[config.mk]
export PLATFORM = sky130hd
export DESIGN_NAME = output_requant_fifo
export DESIGN_NICKNAME = d
export VERILOG_FILES = /design/src/rtl/output_requant_fifo.sv
export SDC_FILE = /design/constraint.sdc
export NUM_CORES = 1
export LEC_CHECK = 0
export BUFFER_PORTS_ARGS = -buffer_cell sky130_fd_sc_hd__buf_4
export CORE_AREA = 2 2 136 138
export CTS_CLUSTER_DIAMETER = 150
export CTS_CLUSTER_SIZE = 12
export DETAILED_ROUTE_END_ITERATION = 10
export DIE_AREA = 0 0 138 140
export PLACE_DENSITY = 0.67
export RECOVER_POWER = 100
export SLEW_MARGIN = 10
export SYNTH_ARGS = -nofsm -noshare
export SYNTH_HDL_FRONTEND = slang
export SYNTH_SLANG_ARGS = --single-unit
[constraint.sdc]
create_clock -name clk -period 3.3 [get_ports clk]
set_input_delay 0.33 -clock clk [delete_from_list [all_inputs] [get_ports clk]]
set_output_delay 0.33 -clock clk [all_outputs]
set_load 0.005 [all_outputs]
[src/rtl/output_requant_fifo.sv]
// Requantizes signed MAC accumulator words (round, shift, saturate) and buffers
// them with their output coordinates in a small FIFO toward the result writer.
module output_requant_fifo #(
  parameter int ACC_WIDTH    = 32,
  parameter int OUT_WIDTH    = 16,
  parameter int OUTPUT_SCALE = 0,
  parameter int FIFO_DEPTH   = 4,
  parameter int X_WIDTH      = 10,
  parameter int Y_WIDTH      = 10,
  parameter int CH_WIDTH     = 6
) (
  input  logic                          clk,
  input  logic                          arst_n_in,
  input  logic                          in_valid,
  input  logic [ACC_WIDTH-1:0]          in_data,
  input  logic [X_WIDTH-1:0]            in_x,
  input  logic [Y_WIDTH-1:0]            in_y,
  input  logic [CH_WIDTH-1:0]           in_ch,
  input  logic                          clear,
  output logic                          out_valid,
  input  logic                          out_ready,
  output logic [OUT_WIDTH-1:0]          out_data,
  output logic [X_WIDTH-1:0]            out_x,
  output logic [Y_WIDTH-1:0]            out_y,
  output logic [CH_WIDTH-1:0]           out_ch,
  output logic                          out_sat,
  output logic [$clog2(FIFO_DEPTH):0]   level,
  output logic                          overflow
);
  localparam int AW = $clog2(FIFO_DEPTH);
  localparam int RND_SH = (OUTPUT_SCALE > 0) ? OUTPUT_SCALE - 1 : 0;
  localparam logic signed [ACC_WIDTH:0] RND =
    (OUTPUT_SCALE > 0) ? ((ACC_WIDTH+1)'(1) << RND_SH) : '0;
  localparam logic signed [ACC_WIDTH:0] SAT_MAX =
    {{(ACC_WIDTH-OUT_WIDTH+2){1'b0}}, {(OUT_WIDTH-1){1'b1}}};
  localparam logic signed [ACC_WIDTH:0] SAT_MIN =
    {{(ACC_WIDTH-OUT_WIDTH+2){1'b1}}, {(OUT_WIDTH-1){1'b0}}};

  // One extra bit keeps the rounding add from wrapping at the positive rail.
  logic signed [ACC_WIDTH:0] w_sum;
  logic signed [ACC_WIDTH:0] w_shift;
  logic [OUT_WIDTH-1:0]      w_q;
  logic                      w_sat;

  always_comb begin
    w_sum   = $signed({in_data[ACC_WIDTH-1], in_data}) + RND;
    w_shift = w_sum >>> OUTPUT_SCALE;
    w_q     = w_shift[OUT_WIDTH-1:0];
    w_sat   = 1'b0;
    if (w_shift > SAT_MAX) begin
      w_q   = SAT_MAX[OUT_WIDTH-1:0];
      w_sat = 1'b1;
    end else if (w_shift < SAT_MIN) begin
      w_q   = SAT_MIN[OUT_WIDTH-1:0];
      w_sat = 1'b1;
    end
  end

  logic [OUT_WIDTH-1:0] r_mem_data [FIFO_DEPTH];
  logic                 r_mem_sat  [FIFO_DEPTH];
  logic [X_WIDTH-1:0]   r_mem_x    [FIFO_DEPTH];
  logic [Y_WIDTH-1:0]   r_mem_y    [FIFO_DEPTH];
  logic [CH_WIDTH-1:0]  r_mem_ch   [FIFO_DEPTH];

  logic [AW-1:0] r_wptr, r_rptr;
  logic [AW:0]   r_level;
  logic          r_overflow;
  logic          w_full, w_pop, w_push;

  assign w_full = (r_level == (AW+1)'(FIFO_DEPTH));
  assign w_pop  = out_valid && out_ready;
  assign w_push = in_valid && (!w_full || w_pop);

  always_ff @(posedge clk or negedge arst_n_in) begin
    if (!arst_n_in) begin
      r_wptr     <= '0;
      r_rptr     <= '0;
      r_level    <= '0;
      r_overflow <= 1'b0;
    end else if (clear) begin
      r_wptr     <= '0;
      r_rptr     <= '0;
      r_level    <= '0;
      r_overflow <= 1'b0;
    end else begin
      if (w_push) r_wptr <= r_wptr + 1'b1;
      if (w_pop)  r_rptr <= r_rptr + 1'b1;
      case ({w_push, w_pop})
        2'b10:   r_level <= r_level + 1'b1;
        2'b01:   r_level <= r_level - 1'b1;
        default: r_level <= r_level;
      endcase
      if (in_valid && !w_push) r_overflow <= 1'b1;
    end
  end

  // Storage is deliberately unreset; validity lives entirely in the pointers.
  always_ff @(posedge clk) begin
    if (w_push && !clear) begin
      r_mem_data[r_wptr] <= w_q;
      r_mem_sat[r_wptr]  <= w_sat;
      r_mem_x[r_wptr]    <= in_x;
      r_mem_y[r_wptr]    <= in_y;
      r_mem_ch[r_wptr]   <= in_ch;
    end
  end

  assign out_valid = (r_level != '0);
  assign out_data  = r_mem_data[r_rptr];
  assign out_sat   = r_mem_sat[r_rptr];
  assign out_x     = r_mem_x[r_rptr];
  assign out_y     = r_mem_y[r_rptr];
  assign out_ch    = r_mem_ch[r_rptr];
  assign level     = r_level;
  assign overflow  = r_overflow;
endmodule

==> impl_metrics.json <==
{
  "synth.ff_latch_count": 180,
  "max_slew.worst_pin.slew_ps": 1670,
  "vias_in_the_first_global_route": 3822,
  "leakage_power_figure_nw": 2.80,
  "layout_cells_sized_above_1_pct": 34.3,
  "area_growth_syn_to_layout_pct": 21.5,
  "crit_path_max_fanout": 29,
  "post-dp-hpwl_um": 8910,
  "clk_latency_ps": 420,
  "worst_hold_startpoint": "clear",
  "fp.dieW_um": 138,
  "core_region_area_sq_um": 17800,
  "gp_routability_congestion": 0.819,
  "cts_buffers": 17,
  "setup_viol": 0,
  "critical_path_class": "flip-flop to flip-flop",
  "floorplan.initialDensity_pct": 39.3,
  "timing.final.crit_share_pct": 83.1,
  "first_pass_grt_wire_length_um": 21200,
  "crit_path_end_kind": "flip-flop",
  "clock-root-buffer": "sky130_fd_sc_hd__clkbuf_16",
  "r2r-start": "level[0]",
  "fin_worst_skew_ps": 8.39,
  "grt_remaining_overflow": 0,
  "cts_htree_levels": 4,
  "cp_data_required_time_ps": 3380,
  "internal-power_mw": 4.10,
  "worst_setup_hold_path_clk_slew_ps": 70,
  "synthCells": 317,
  "fin_crit_ps": 2740,
  "synth_ff_type": "sky130_fd_sc_hd__edfxtp_1",
  "yosysWarningCount": 0,
  "cts_tree": "yes",
  "avgViaCountPerCell": 5.05,
  "ctsResizeCount": 0,
  "grt_setup_unrepaired": "no",
  "max_cap_violations": 1,
  "pwr-share-comb_pct": 13.6,
  "postSynthNetCount": 385,
  "global_route.usage.total_pct": 14.5,
  "number_of_buffers_inserted_for_hold_repair_after_clock_tree_synthesis": 1,
  "synth-async-reset-ratio_pct": 4.44,
  "num-nets-final": 507,
  "row_count": 49,
  "vias": 3447,
  "clock_power_share_pct": 36.0,
  "finalHoldViolCount": 0,
  "critPathMaxStageDelay_ps": 500,
  "startpoint_type": "flip-flop",
  "pin_count": 111,
  "antenna_violating_nets_post_route": 0,
  "netlist_area_sq_um": 6990,
  "count_of_unique_library_cells_instantiated_by_yosys": 34,
  "detail_route.wirelength_um": 13400,
  "final.setup.tns_ps": 0,
  "clock_sinks": 180,
  "die_y_um": 140,
  "drt_first_pass_iters": 4,
  "ys_seq_area_share_pct": 76.8,
  "relSlewSlack_pct": -12.5,
  "switching_share_pct": 22.3,
  "synthesis.area_per_instance_sq_um": 22.0,
  "vdd.ir_drop.worst_mv": 0.400,
  "cts-root-to-sink-buffers": 2,
  "fillCellCount": 1507,
  "run_status": "finished, violations left",
  "maxSlewViolCount": 17,
  "maximum_number_of_pins_on_one_net_before_global_route_repair": 31,
  "violations_in_the_final_reports": "max-capacitance violations, max-slew violations",
  "routedWlPerCell_um": 19.6,
  "drt_first_iter_violations": 196,
  "dieArea_sq_um": 19300,
  "drc_errors": 0,
  "cellPowerDensity_nw_per_um2": 621,
  "total_power_mw": 5.28,
  "postCtsSetupBuffers": 0,
  "synth_enable_flop_cells": 172,
  "path_cells": "or2_2, o31ai_1, nor2_1, and2_2, clkbuf_2",
  "net-switching-power_mw": 1.18,
  "power.sequential.fraction_pct": 50.5,
  "timing.fmax_ghz": 0.365,
  "antenna_found_initial": 1,
  "worstSetupStartpoint": "level[0]",
  "critical-path-slowest-cell": "sky130_fd_sc_hd__and2_2",
  "port_buffers": 110,
  "worstHoldPathType": "input port to flip-flop",
  "crit_arrival_ps": 2830
}
-- power groups by stage --
stage	combinational, mW	clock, mW	sequential (mW)
floorplan	0.446	0	2.67
global placement	0.778	0	2.71
detailed placement	0.788	0	2.72
CTS	0.792	1.94	2.67
global route	0.782	2.03	2.68
finish	0.715	1.90	2.66
-- registers in the layout, indices dropped and copies added (netlist names) --
register / count
r_mem_data: 64
r_mem_sat: 4
r_rptr: 2
overflow: 1
r_mem_y: 40
r_wptr: 2
r_mem_ch: 24
level: 3
r_mem_x: 40
-- cell usage in the layout, fill, tap and decap left out, types with 4 or more instances in the layout --
cell type,n
sky130_fd_sc_hd__clkbuf_4,32
sky130_fd_sc_hd__and2_2,4
sky130_fd_sc_hd__ha_1,4
sky130_fd_sc_hd__inv_1,5
sky130_fd_sc_hd__clkinv_4,4
sky130_fd_sc_hd__mux4_2,43
sky130_fd_sc_hd__clkinv_1,4
sky130_fd_sc_hd__nor2_1,10
sky130_fd_sc_hd__clkbuf_2,4
sky130_fd_sc_hd__clkbuf_1,43
sky130_fd_sc_hd__nor4_1,5
sky130_fd_sc_hd__edfxtp_1,172
sky130_fd_sc_hd__dfrtp_1,7
sky130_fd_sc_hd__buf_4,40
sky130_fd_sc_hd__o21a_1,15
sky130_fd_sc_hd__clkbuf_16,17
-- cells in the mapped netlist (all sizes together) (2+ instances only) --
master  number  area, sq um
xor2         3         26.3
nand4        4         31.3
a41oi        2         17.5
clkbuf       4         15.0
inv          5         18.8
dfrtp        8          200
nand2        3         11.3
nor4         5         31.3
o21a        15          113
nor3         2         10.0
nor2        10         37.5
or2          2         12.5
and2         4         25.0
a21oi        2         10.0
edfxtp     172         5160
mux4        43          968
buf         12         75.1
nand3        2         10.0
mux2i        2         20.0
xnor2        2         17.5
ha           4         50.1
o21ai        3         15.0
-- per-layer routing --
metal / GRT usage [%] / vias up / wire length (um)
li1: - / 1564 / -
met1: 18.6 / 1763 / 5970
met2: 23.7 / 100 / 6490
met3: 4.44 / 20 / 711
met4: 4.94 / 0 / 177
met5: 0 / - / 0
-- area by class of cell --
| class | count | area (sq um) | area share, % |
|---|---|---|---|
| Multi-Input combinational cell | 116 | 1510 | 17.7 |
| Tap cell | 229 | 287 | 3.37 |
| Clock buffer | 19 | 433 | 5.10 |
| Timing Repair Buffer | 119 | 744 | 8.77 |
| Sequential cell | 180 | 5370 | 63.2 |
| Antenna cell | 1 | 2.50 | 0.0295 |
| Clock inverter | 13 | 134 | 1.58 |
| Inverter | 5 | 18.8 | 0.221 |
-- cells by family after synthesis --
kind of cell / synth area share (%)
multiplexers: 14.1
flip-flops: 76.8
buffers and inverters: 1.56
XOR/XNOR: 0.627
adder cells (fa/ha/maj): 1.00
AND/OR/NAND/NOR: 2.60
AO/OA/AOI/OAI: 3.29
-- critical path: cells and delay by family (launching register included) --
| kind | cells | cell delay [ps] |
|---|---|---|
| AND/OR/NAND/NOR | 3 | 1010 |
| AO/OA/AOI/OAI | 1 | 490 |
| flip-flops | 1 | 470 |
| buffers and inverters | 1 | 430 |
-- per-stage QoR --
step / instance area, sq um / std cells / worst slack [ps] / hold WS, ps / utilization [%]
2_1_floorplan: 6990 / 317 / 965 / 34.4 / -
3_3_place_gp: 8100 / 648 / 973 / 156 / 45.6
3_5_place_dp: 8100 / 648 / 872 / 160 / 45.6
4_1_cts: 8680 / 681 / 759 / 89.9 / 48.8
5_1_grt: 8490 / 681 / 380 / 143 / 47.8
6_report: 8490 / 682 / 557 / 140 / 47.8
-- path summary, 6_finish.rpt --
check	endpoint	slack (ps)	cells past startpoint
setup / recovery	r_mem_x[3][3]	560	5
min in group asynchronous	overflow	370	2
hold reg to reg	overflow	540	2
hold / removal	r_wptr[0]	140	2
setup reg to reg	r_mem_x[3][3]	560	5
max in group asynchronous	r_rptr[0]	2560	2
(Power assumes the default switching activity.)
